--- config.mk ---
export PLATFORM = sky130hd
export DESIGN_NAME = dmem_ctrl_flat
export DESIGN_NICKNAME = d
export VERILOG_FILES = /design/src/rtl/riscv_mem_pkg.sv /design/src/rtl/dmem_ctrl_if.sv /design/src/rtl/lsu_align.sv /design/src/rtl/dmem_ctrl.sv /design/src/flat_wrapper.sv
export SDC_FILE = /design/constraint.sdc
export NUM_CORES = 1
export LEC_CHECK = 0
export CAP_MARGIN = 20
export CORE_MARGIN = 1.5
export CORE_UTILIZATION = 40
export DETAILED_ROUTE_END_ITERATION = 12
export PLACE_DENSITY = 0.83
export SYNTH_ARGS = -nofsm -noshare
export SYNTH_HDL_FRONTEND = slang
export SYNTH_SLANG_ARGS = --single-unit
export TNS_END_PERCENT = 100
--- constraint.sdc ---
create_clock -name clk -period 2.9 [get_ports clk]
set_input_delay 0.87 -clock clk [delete_from_list [all_inputs] [get_ports clk]]
set_output_delay 0.87 -clock clk [all_outputs]
set_load 0.01 [all_outputs]
--- src/rtl/riscv_mem_pkg.sv ---
// Shared encodings for the data-memory controller: Funct3 access sizes,
// controller state enum and the default bus timeout.
package riscv_mem_pkg;

   localparam int DEFAULT_TIMEOUT = 255;

   localparam logic [2:0] F3_B  = 3'b000;
   localparam logic [2:0] F3_H  = 3'b001;
   localparam logic [2:0] F3_W  = 3'b010;
   localparam logic [2:0] F3_BU = 3'b100;
   localparam logic [2:0] F3_HU = 3'b101;

   typedef enum logic [1:0] {
      ST_IDLE,
      ST_REQ,
      ST_WAIT,
      ST_DONE
   } mem_state_e;

endpackage

--- src/rtl/dmem_ctrl_if.sv ---
// Data-bus signal bundle between the controller (master) and memory (slave).
interface dmem_ctrl_if;
   logic        bus_valid;
   logic        bus_ready;
   logic        bus_we;
   logic [31:0] bus_addr;
   logic [3:0]  bus_be;
   logic [31:0] bus_wdata;
   logic [31:0] bus_rdata;
   logic        bus_rvalid;

   modport master (
      output bus_valid, bus_we, bus_addr, bus_be, bus_wdata,
      input  bus_ready, bus_rdata, bus_rvalid
   );

   modport slave (
      input  bus_valid, bus_we, bus_addr, bus_be, bus_wdata,
      output bus_ready, bus_rdata, bus_rvalid
   );
endinterface

--- src/rtl/lsu_align.sv ---
// Combinational byte-lane logic: byte enables, store-lane replication,
// load shift/extend and misaligned/illegal access detection.
module lsu_align
   import riscv_mem_pkg::*;
(
   input  logic [1:0]  addr_lo,
   input  logic [2:0]  funct3,
   input  logic        is_store,
   input  logic [31:0] wdata,
   input  logic [31:0] rdata,
   output logic [3:0]  be,
   output logic [31:0] wdata_lane,
   output logic [31:0] rdata_ext,
   output logic        bad
);

   logic [31:0] shifted;

   always_comb begin
      be         = 4'b1111;
      wdata_lane = wdata;
      rdata_ext  = '0;
      bad        = 1'b0;
      shifted    = rdata >> {addr_lo, 3'b000};

      // Lanes depend only on size, so loads also get meaningful enables.
      case (funct3[1:0])
         2'b00: begin
            be         = 4'b0001 << addr_lo;
            wdata_lane = {4{wdata[7:0]}};
         end
         2'b01: begin
            be         = 4'b0011 << addr_lo;
            wdata_lane = {2{wdata[15:0]}};
         end
         default: ;
      endcase

      if (is_store) begin
         case (funct3)
            F3_B:    bad = 1'b0;
            F3_H:    bad = addr_lo[0];
            F3_W:    bad = |addr_lo;
            default: bad = 1'b1;
         endcase
      end else begin
         case (funct3)
            F3_B:    rdata_ext = {{24{shifted[7]}}, shifted[7:0]};
            F3_BU:   rdata_ext = {24'h0, shifted[7:0]};
            F3_H: begin
               rdata_ext = {{16{shifted[15]}}, shifted[15:0]};
               bad       = addr_lo[0];
            end
            F3_HU: begin
               rdata_ext = {16'h0, shifted[15:0]};
               bad       = addr_lo[0];
            end
            F3_W: begin
               rdata_ext = shifted;
               bad       = |addr_lo;
            end
            default: bad = 1'b1;
         endcase
      end
   end

endmodule

--- src/rtl/dmem_ctrl.sv ---
// Data-memory controller between the single-cycle RV32I core and a
// valid/ready data bus; stalls the core until each load/store completes.
//
// state   | meaning
// --------+-------------------------------------------------------------
// IDLE    | no access in flight; legal request latched, illegal flagged
// REQ     | bus_valid high, waiting for bus_ready
// WAIT    | read accepted, waiting for bus_rvalid
// DONE    | core retires; ReadData shows the captured (or zeroed) result
module dmem_ctrl
   import riscv_mem_pkg::*;
#(
   parameter int TIMEOUT = DEFAULT_TIMEOUT
) (
   input  logic        clk,
   input  logic        reset,
   input  logic        MemRead,
   input  logic        MemWrite,
   input  logic [2:0]  Funct3,
   input  logic [31:0] ALUResult,
   input  logic [31:0] WriteData,
   output logic [31:0] ReadData,
   output logic        Stall,
   output logic        MisalignErr,
   output logic        BusErr,
   dmem_ctrl_if.master bus
);

   localparam logic [15:0] CNT_LAST = 16'(TIMEOUT - 1);

   mem_state_e  state, state_nx;
   logic        pending, req_bad, go, capture, expire, timeout_hit;
   logic [3:0]  req_be;
   logic [31:0] req_wdata, rsp_ext;
   logic        valid_q, we_q, buserr_q;
   logic [31:0] addr_q, wdata_q, rdata_q;
   logic [3:0]  be_q;
   logic [1:0]  addr_lo_q;
   logic [2:0]  f3_q;
   logic [15:0] cnt;

   logic [31:0] req_rdata_unused, rsp_wdata_unused;
   logic [3:0]  rsp_be_unused;
   logic        rsp_bad_unused;

   assign pending     = MemRead | MemWrite;
   assign timeout_hit = (cnt >= CNT_LAST);

   lsu_align u_req_align (
      .addr_lo    (ALUResult[1:0]),
      .funct3     (Funct3),
      .is_store   (MemWrite),
      .wdata      (WriteData),
      .rdata      (32'h0),
      .be         (req_be),
      .wdata_lane (req_wdata),
      .rdata_ext  (req_rdata_unused),
      .bad        (req_bad)
   );

   lsu_align u_rsp_align (
      .addr_lo    (addr_lo_q),
      .funct3     (f3_q),
      .is_store   (1'b0),
      .wdata      (32'h0),
      .rdata      (bus.bus_rdata),
      .be         (rsp_be_unused),
      .wdata_lane (rsp_wdata_unused),
      .rdata_ext  (rsp_ext),
      .bad        (rsp_bad_unused)
   );

   always_comb begin
      state_nx    = state;
      Stall       = 1'b0;
      MisalignErr = 1'b0;
      go          = 1'b0;
      capture     = 1'b0;
      expire      = 1'b0;
      case (state)
         ST_IDLE: begin
            if (pending) begin
               if (req_bad) begin
                  MisalignErr = 1'b1;
               end else begin
                  Stall    = 1'b1;
                  go       = 1'b1;
                  state_nx = ST_REQ;
               end
            end
         end
         ST_REQ: begin
            Stall = 1'b1;
            if (bus.bus_ready) begin
               state_nx = we_q ? ST_DONE : ST_WAIT;
            end else if (timeout_hit) begin
               expire   = 1'b1;
               state_nx = ST_DONE;
            end
         end
         ST_WAIT: begin
            Stall = 1'b1;
            if (bus.bus_rvalid) begin
               capture  = 1'b1;
               state_nx = ST_DONE;
            end else if (timeout_hit) begin
               expire   = 1'b1;
               state_nx = ST_DONE;
            end
         end
         ST_DONE: state_nx = ST_IDLE;
         default: state_nx = ST_IDLE;
      endcase
   end

   always_ff @(posedge clk) begin
      if (reset) begin
         state     <= ST_IDLE;
         valid_q   <= 1'b0;
         we_q      <= 1'b0;
         addr_q    <= '0;
         addr_lo_q <= '0;
         be_q      <= '0;
         wdata_q   <= '0;
         f3_q      <= '0;
         cnt       <= '0;
         rdata_q   <= '0;
         buserr_q  <= 1'b0;
      end else begin
         state    <= state_nx;
         valid_q  <= (state_nx == ST_REQ);
         buserr_q <= expire;
         if (go) begin
            we_q      <= MemWrite;
            addr_q    <= {ALUResult[31:2], 2'b00};
            addr_lo_q <= ALUResult[1:0];
            be_q      <= req_be;
            wdata_q   <= req_wdata;
            f3_q      <= Funct3;
            cnt       <= '0;
            rdata_q   <= '0;
         end else if (state == ST_REQ || state == ST_WAIT) begin
            cnt <= cnt + 16'd1;
         end
         if (capture) rdata_q <= rsp_ext;
         if (expire)  rdata_q <= '0;
      end
   end

   assign bus.bus_valid = valid_q;
   assign bus.bus_we    = we_q;
   assign bus.bus_addr  = addr_q;
   assign bus.bus_be    = be_q;
   assign bus.bus_wdata = wdata_q;

   assign ReadData = (state == ST_DONE) ? rdata_q : 32'h0;
   assign BusErr   = buserr_q;

endmodule

--- src/flat_wrapper.sv ---
// flat-port wrapper written by rule: the top's interface ports become plain ports
module dmem_ctrl_flat import riscv_mem_pkg::*;
#(
   parameter int TIMEOUT = DEFAULT_TIMEOUT
)
  (clk, reset, MemRead, MemWrite, Funct3, ALUResult, WriteData, ReadData, Stall, MisalignErr, BusErr, bus_bus_valid, bus_bus_we, bus_bus_addr, bus_bus_be, bus_bus_wdata, bus_bus_ready, bus_bus_rdata, bus_bus_rvalid);
  dmem_ctrl_if bus_i ();
  input  logic clk;
  input  logic reset;
  input  logic MemRead;
  input  logic MemWrite;
  input  logic [2:0] Funct3;
  input  logic [31:0] ALUResult;
  input  logic [31:0] WriteData;
  output logic [31:0] ReadData;
  output logic Stall;
  output logic MisalignErr;
  output logic BusErr;
  output wire logic [$bits(bus_i.bus_valid)-1:0] bus_bus_valid;
  output wire logic [$bits(bus_i.bus_we)-1:0] bus_bus_we;
  output wire logic [$bits(bus_i.bus_addr)-1:0] bus_bus_addr;
  output wire logic [$bits(bus_i.bus_be)-1:0] bus_bus_be;
  output wire logic [$bits(bus_i.bus_wdata)-1:0] bus_bus_wdata;
  input wire logic [$bits(bus_i.bus_ready)-1:0] bus_bus_ready;
  input wire logic [$bits(bus_i.bus_rdata)-1:0] bus_bus_rdata;
  input wire logic [$bits(bus_i.bus_rvalid)-1:0] bus_bus_rvalid;
  assign bus_bus_valid = bus_i.bus_valid;
  assign bus_bus_we = bus_i.bus_we;
  assign bus_bus_addr = bus_i.bus_addr;
  assign bus_bus_be = bus_i.bus_be;
  assign bus_bus_wdata = bus_i.bus_wdata;
  assign bus_i.bus_ready = bus_bus_ready;
  assign bus_i.bus_rdata = bus_bus_rdata;
  assign bus_i.bus_rvalid = bus_bus_rvalid;
  dmem_ctrl #(.TIMEOUT(TIMEOUT)) u_core (.clk(clk), .reset(reset), .MemRead(MemRead), .MemWrite(MemWrite), .Funct3(Funct3), .ALUResult(ALUResult), .WriteData(WriteData), .ReadData(ReadData), .Stall(Stall), .MisalignErr(MisalignErr), .BusErr(BusErr), .bus(bus_i));
endmodule
==> out/results.tsv, run 1 <==
metric	value	unit
cts_sinks	124	
via_per_inst	5.189	
io_pins	210	
synth_async_sr_flop_share	0	%
vdd_drop_max	0.0004109	V
numCtsBuffers	17	
dp_hpwl	11830	um
drive_gt1_share	9.544	%
grt_start_max_net_pins	94	
vias	5724	
yosysUniqueCellTypes	45	
row_count	43	
clk_latency	410	ps
fin_crit	2883	ps
first_global_vias	5203	
cp_max_fo	2	
placed_cell_area	0.008041	sq mm
dominantRegCellSynth	dfxtp_1	
hold_ws	449.9	ps
cts_tree	done	
tightest_slew	673.6	ps
yosysSeqAreaShare	43.45	%
synth_area	0.005713	sq mm
syn_inst	704	
synth_top_family_by_area	simple AND/OR/NAND/NOR gates	
leakage	3.194	nW
place_congestion	0.8089	
fmax	0.3468	GHz
rsz0062_at_grt	yes	
muxShareOfSynthArea	6.154	%
drt_wl_total	16640	um
antenna_found_initial	1	
maxCapViolations	0	
port-buffer-count	207	
yosys_warnings	0	
power.total	5.064	mW
power_per_cell_area	587.0	mW/mm^2
synth-compound-area-share	18.92	%
syn_avg_cell_area	8.115	sq um
synth_edf_count	0	
ant_nets	0	
cp.arrival	2010	ps
grt_usage	22.18	%
die_width	122.5	um
grt_overflow_total	0	
critPathRequiredTime	2030	ps
ys_ff_latch	124	
finalCritPeriodShare	99.42	%
die_h	122.5	um
nets	1023	
cts_buffer_depth	2	
status	complete, no violations	
finalSetupTns	0	ps
drv_slew	0	
cts_hold_buffers	0	
fill_cells	1175	
synth_xor_area_share	2.300	%
start_util	41.00	%
fp.dieArea	0.01501	sq mm
clock_skew	6.688	ps
synthAdderAreaFrac	1.752	%
slew_headroom	55.10	%
fin_area	0.008626	sq mm
reg2reg_depth	10	
grt_pass1_wl	25860	um
drtPass1Iterations	5	
hp-class	reg2reg	
synth-simple-area-share	22.51	%
first_iter_violations	403	
setup_viol	0	
clk_pin_slew	50	ps
core	0.01393	sq mm
worstSetupPathType	in2out	
area_delta_synth_final	50.99	%
min_path_cells	2	
detail_route.drc_violations	0	
cp-end-kind	output pin	
finish.utilization	61.90	%
wl_per_cell	15.08	um
htree_levels	4	
worstSetupStartpointType	primary input	
finalHoldViolCount	0	
clock-root-buffer	clkbuf_16	
-- layout by cell type (no fill, tap or decap), types with 2 or more instances in the layout --
master           instances
a211o_1                  7
a211oi_1                10
a21oi_1                 76
a22oi_1                 17
a311oi_1                10
a31oi_1                 10
a32oi_1                  7
and2_1                  32
buf_12                   3
buf_2                    4
buf_4                   27
buf_6                    3
clkbuf_1                 2
clkbuf_16               17
clkbuf_8                 5
clkdlybuf4s50_1        196
clkinv_2                 5
conb_1                   2
dfxtp_1                124
dlymetal6s2s_1           2
ha_1                     8
inv_1                    7
mux2_2                   9
mux2i_1                 25
nand2_1                149
nand2b_1                 2
nand3_1                  9
nand4_1                  3
nor2_1                  62
nor2_4                   2
nor2b_1                 12
nor3_1                   8
nor4_1                   2
o211ai_1                 9
o21ai_0                 18
xnor2_1                  4
xor2_1                  11
-- logic make-up after synthesis --
logic type / after synthesis
AO/OA/AOI/OAI: 172
XOR/XNOR: 15
adder cells (fa/ha/maj): 8
buffers and inverters: 60
flip-flops: 124
multiplexers: 34
other: 1
AND/OR/NAND/NOR: 290
-- routing by layer --
metal	global-route usage, %	routed length, um	vias to the layer above
li1	-	-	2838
met1	26.93	6890	2645
met2	36.07	7903	206
met3	7.435	1439	35
met4	9.012	403	0
met5	0	0	-
-- critical path, stage by stage --
cell and delay, ps:
buf_2 120, or4_4 550, a21oi_4 180, nor2_4 60
nor2_4 110, buf_6 120
-- synthesized netlist by cell type, types with 2 or more instances --
cell type / number / area [sq um]
and2_1: 32 / 200.2
mux2i_1: 25 / 250.2
a211oi_1: 10 / 75.07
dfxtp_1: 124 / 2482
nor4_1: 2 / 12.51
nand4_1: 3 / 18.77
buf_4: 8 / 60.06
a311oi_1: 10 / 87.58
mux2_2: 9 / 101.4
o21ai_0: 19 / 95.09
inv_1: 7 / 26.28
nand2_1: 150 / 563.0
buf_1: 6 / 22.52
a31oi_1: 10 / 62.56
o211ai_1: 9 / 67.56
clkbuf_1: 26 / 97.59
xnor2_1: 4 / 35.03
nor2b_1: 12 / 75.07
buf_2: 11 / 55.05
nor3_1: 8 / 40.04
nand2b_1: 3 / 18.77
a32oi_1: 7 / 61.31
a22oi_1: 17 / 127.6
a21oi_1: 77 / 385.4
nor2_1: 64 / 240.2
ha_1: 8 / 100.1
a211o_1: 7 / 61.31
nand3_1: 9 / 45.04
xor2_1: 11 / 96.34
-- report_power, final --
part           leakage, nW  total (mW)  switching [mW]  internal, mW
clock network        0.282        2.00           0.720          1.28
logic                 1.90        1.15           0.580         0.573
registers             1.01        1.91          0.0786          1.83
total                 3.19        5.06            1.38          3.69
-- per-stage QoR --
stage / instances / worst slack (ps)
2_1_floorplan: 705 / -3.563
5_1_grt: 1103 / -9.486
3_5_place_dp: 1070 / -791.0
3_3_place_gp: 1070 / -765.4
6_report: 1103 / 16.74
4_1_cts: 1102 / 10.35
-- final cells by class --
class | instances | area, sq um | area share, %
multi-input cells | 521 | 2993 | 34.70
flip-flops and latches | 124 | 2482 | 28.78
repair buffers | 238 | 2328 | 26.99
clock buffers | 24 | 501.7 | 5.817
well taps | 180 | 225.2 | 2.611
clock inverters | 7 | 62.56 | 0.7253
inverters | 8 | 30.03 | 0.3481
diodes | 1 | 2.502 | 0.02901
-- flip-flops by register name, summed over array words and instances, names as in the netlist, 2 cells and up --
signal                count
u_core.addr_lo_q          2
u_core.bus.bus_addr      30
u_core.bus.bus_be         4
u_core.bus.bus_wdata     32
u_core.cnt               16
u_core.f3_q               3
u_core.rdata_q           32
u_core.state              2
-- what timing repair did --
action | in CTS | in global routing
pin swaps | 5 | 0
endpoints found under the setup margin | 72 | 13
resized for setup | 30 | 8
setup buffers | 1 | 0
-- path summary, 6_finish.rpt --
| kind | end | slack (ps) | startpoint |
|---|---|---|---|
| max | Stall | 20 | ALUResult[0] |
| min | u_core.bus.bus_addr[11] | 450 | u_core.bus.bus_addr[11] |
| max reg2reg | u_core.rdata_q[26] | 560 | u_core.state[0] |
| min reg2reg | u_core.bus.bus_addr[11] | 450 | u_core.bus.bus_addr[11] |
No activity file was read; power rests on OpenSTA's default activity.
==> run 2, diff against run 1 <==
- ABC_AREA: default -> 1
- CORE_UTILIZATION: 40 -> 42
- PLACE_DENSITY: 0.83 -> 0.84
==> run 2 against run 1 <==
Compared with the run above:
- first-iteration DRC count rose by 92%
- sequential cell count did not move
- synthesized cell count rose by 37%
- fmax rose by 1.0%
- clock power fell by 4%
- critical path depth rose by 1
- non-clock buffer count rose by 3
- critical path type unchanged
- largest cell class unchanged
- highest routed layer unchanged
==> out/results.tsv, run 2 <==
metric	value	unit	change
path_cells	clkdlybuf4s50_1, inv_1, nor2_4, nor2_4, nand3_4, a21oi_2, buf_2		
grt_pass1_wl	30300	um	+17%
start_util	42.55	%	+1.5 points
finalCritPeriodShare	98.40	%	-1.0 points
drtPass1Iterations	5		unchanged
slew_headroom	36.29	%	-19 points
hp-class	reg2reg		
leakage	4.098	nW	+28%
dp_cells	1334		+25%
dp_hpwl	13100	um	+11%
synthTopCellsByCount	nand2_1, dfxtp_1, nand3_1, inv_1, a21oi_1		
syn_inst	962		+37%
fin_crit	2854	ps	-29.66 ps
cp.arrival	1980	ps	-30 ps
io_pins	210		unchanged
grt_overflow_total	0		unchanged
detail_route.drc_violations	0		unchanged
power_per_cell_area	604.6	mW/mm^2	+3.0%
synth.top_cell.area_share	38.67	%	-4.8 points
antenna_found_initial	1		unchanged
vdd_drop_max	0.0004760	V	+16%
status	complete, no violations		
synth_async_sr_flop_share	0	%	unchanged
synthTopCellsByArea	dfxtp_1, nand2_1, nand3_1		
htree_levels	4		unchanged
grtUsageMet2	38.80	%	+2.7 points
fmax	0.3504	GHz	+1.0%
grtUsageMet1	28.04	%	+1.1 points
numCtsBuffers	17		unchanged
first_global_vias	6428		+24%
row_count	45		+4.7%
worstSetupPathType	in2out		
maxCapViolations	0		unchanged
ys_ff_latch	124		unchanged
layout.cells.non_filler	1368		+24%
drt_wl_total	19070	um	+15%
slowest_stage	clkdlybuf4s50_1		
die_h	126.6	um	+3.4%
synth_edf_count	0		unchanged
dominantRegCellSynth	dfxtp_1		
vias	6900		+21%
cp_max_fo	3		+1
worst_path_most_repeated_cell	nor2_4		
grt_usage	23.43	%	+1.3 points
cp_top_family	buffers and inverters		
critPathRequiredTime	2030	ps	about the same
synth_most_common_cell	nand2_1		
nets	1279		+25%
via_per_inst	5.044		-2.8%
cp-end-kind	output pin		
first_iter_violations	773		+92%
cts_buffer_depth	2		unchanged
drive_gt1_share	10.94	%	+1.4 points
worstSetupStartpointType	primary input		
syn_avg_cell_area	6.674	sq um	-18%
cts_hold_buffers	0		unchanged
setup_viol	0		unchanged
busiest_layer	met2		
core	0.01509	sq mm	+8.3%
cts_sinks	124		unchanged
placed_cell_area	0.008660	sq mm	+7.7%
place_congestion	0.9016		+11%
ant_nets	0		unchanged
crit_buf_inv	3		+1
yosysSeqAreaShare	38.67	%	-4.8 points
multi_input_area	0.003316	sq mm	+11%
final_cell_mix	nand2_1, clkdlybuf4s50_1, dfxtp_1, nand3_1, inv_1		
clk_latency	420	ps	about the same
use_met3	6.790	%	-0.64 points
clock_skew	11.59	ps	+4.904 ps
yosys_warnings	0		unchanged
clk_pin_slew	50	ps	about the same
grt_start_max_net_pins	86		-8.5%
fp.dieArea	0.01604	sq mm	+6.8%
clock-root-buffer	clkbuf_16		
critPathMaxStageDelay	430	ps	-120 ps
die_width	126.6	um	+3.4%
register_area	0.002482	sq mm	unchanged
wl_per_cell	13.94	um	-7.6%
synth_area	0.006420	sq mm	+12%
layout_commonest_cell	nand2_1		
synth_top_area_cell	dfxtp_1		
port-buffer-count	207		unchanged
fin_area	0.009250	sq mm	+7.2%
tightest_slew	952.1	ps	+278.5 ps
fill_cells	1346		+15%
yosysUniqueCellTypes	34		-24%
cts_tree	done		
finalSetupTns	0	ps	unchanged
finalHoldViolCount	0		unchanged
drv_slew	0		unchanged
area_delta_synth_final	44.08	%	
## run 2: cell count changes in the layout (fill, tap and decap cells not counted), moves of 17 or more
cell	change
nand2_2	+22
nand3_1	+103
and2_1	-32
mux2i_1	-25
a21oi_2	+21
nand2_1	+191
a22oi_1	-17
inv_1	+74
## run 2: metrics by stage
stage | hold WS [ps] | setup slack, ps | power [mW] | utilization [%]
6_report | 443.0 | 46.40 | 5.592 | 61.30
5_1_grt | 458.3 | -0.7625 | 5.898 | 61.30
4_1_cts | 445.4 | 18.31 | 5.585 | 60.93
3_5_place_dp | 432.1 | -648.1 | 3.675 | 57.39
3_3_place_gp | 427.8 | -622.9 | 3.649 | 57.39
2_1_floorplan | 446.7 | 145.9 | 3.022 | -
## run 2: path summary, 6_finish.rpt
check                          start                       to  slack [ps]  depth (start not counted)
min reg2reg  u_core.bus.bus_wdata[5]  u_core.bus.bus_wdata[5]         440                          2
min          u_core.bus.bus_wdata[5]  u_core.bus.bus_wdata[5]         440                          2
max reg2reg          u_core.state[0]     u_core.bus.bus_be[2]         520                         10
max                        Funct3[2]                    Stall          50                          7
## run 2: cell type report
type,count,share of cell area [%]
inverter,86,3.517
clock buffer,18,4.748
sequential,124,26.84
tap,188,2.543
multi-input combinational,696,35.84
antenna,1,0.02705
timing repair buffer,241,25.43
clock inverter,14,1.055
## run 2: power breakdown
group / total, mW / internal [mW] / leakage, nW / switching, mW
clock: 1.92 / 1.11 / 0.266 / 0.805
sequential: 1.99 / 1.89 / 1.01 / 0.102
combinational: 1.68 / 0.720 / 2.83 / 0.963
## run 2: worst reg2reg max path, delay by kind of cell (launching register included)
kind / cells / cell delay, ps
AOI/OAI and AO/OA: 2 / 210
adders and majority gates: 1 / 250
buffers and inverters: 5 / 1270
DFF: 1 / 320
and+or+nand+nor: 2 / 190
## run 2: logic make-up (layout without fill, tap and decap cells)
kind of cell | count (synthesis) | after routing | share of synthesized area (%)
DFF | 124 | 124 | 38.67
AOI/OAI and AO/OA | 130 | 130 | 12.32
other | 1 | 3 | 0.05841
and+or+nand+nor | 546 | 546 | 35.69
adders and majority gates | 8 | 8 | 1.559
buffers and inverters | 143 | 359 | 10.35
xor gates and xnor gates | 10 | 10 | 1.364
## run 2: layer usage
layer	share of wire, %	up-vias
li1	-	3452
met1	41	3070
met2	47	320
met3	8.7	58
met4	3.9	0
met5	0	-
## run 2: what timing repair did
| item | in CTS | in global routing |
|---|---|---|
| resized for setup | 17 | 7 |
| setup endpoints to repair | 2 | 5 |
| pin swaps | 1 | 0 |
| cloned | 0 | 1 |
| buffers inserted | 0 | 0 |
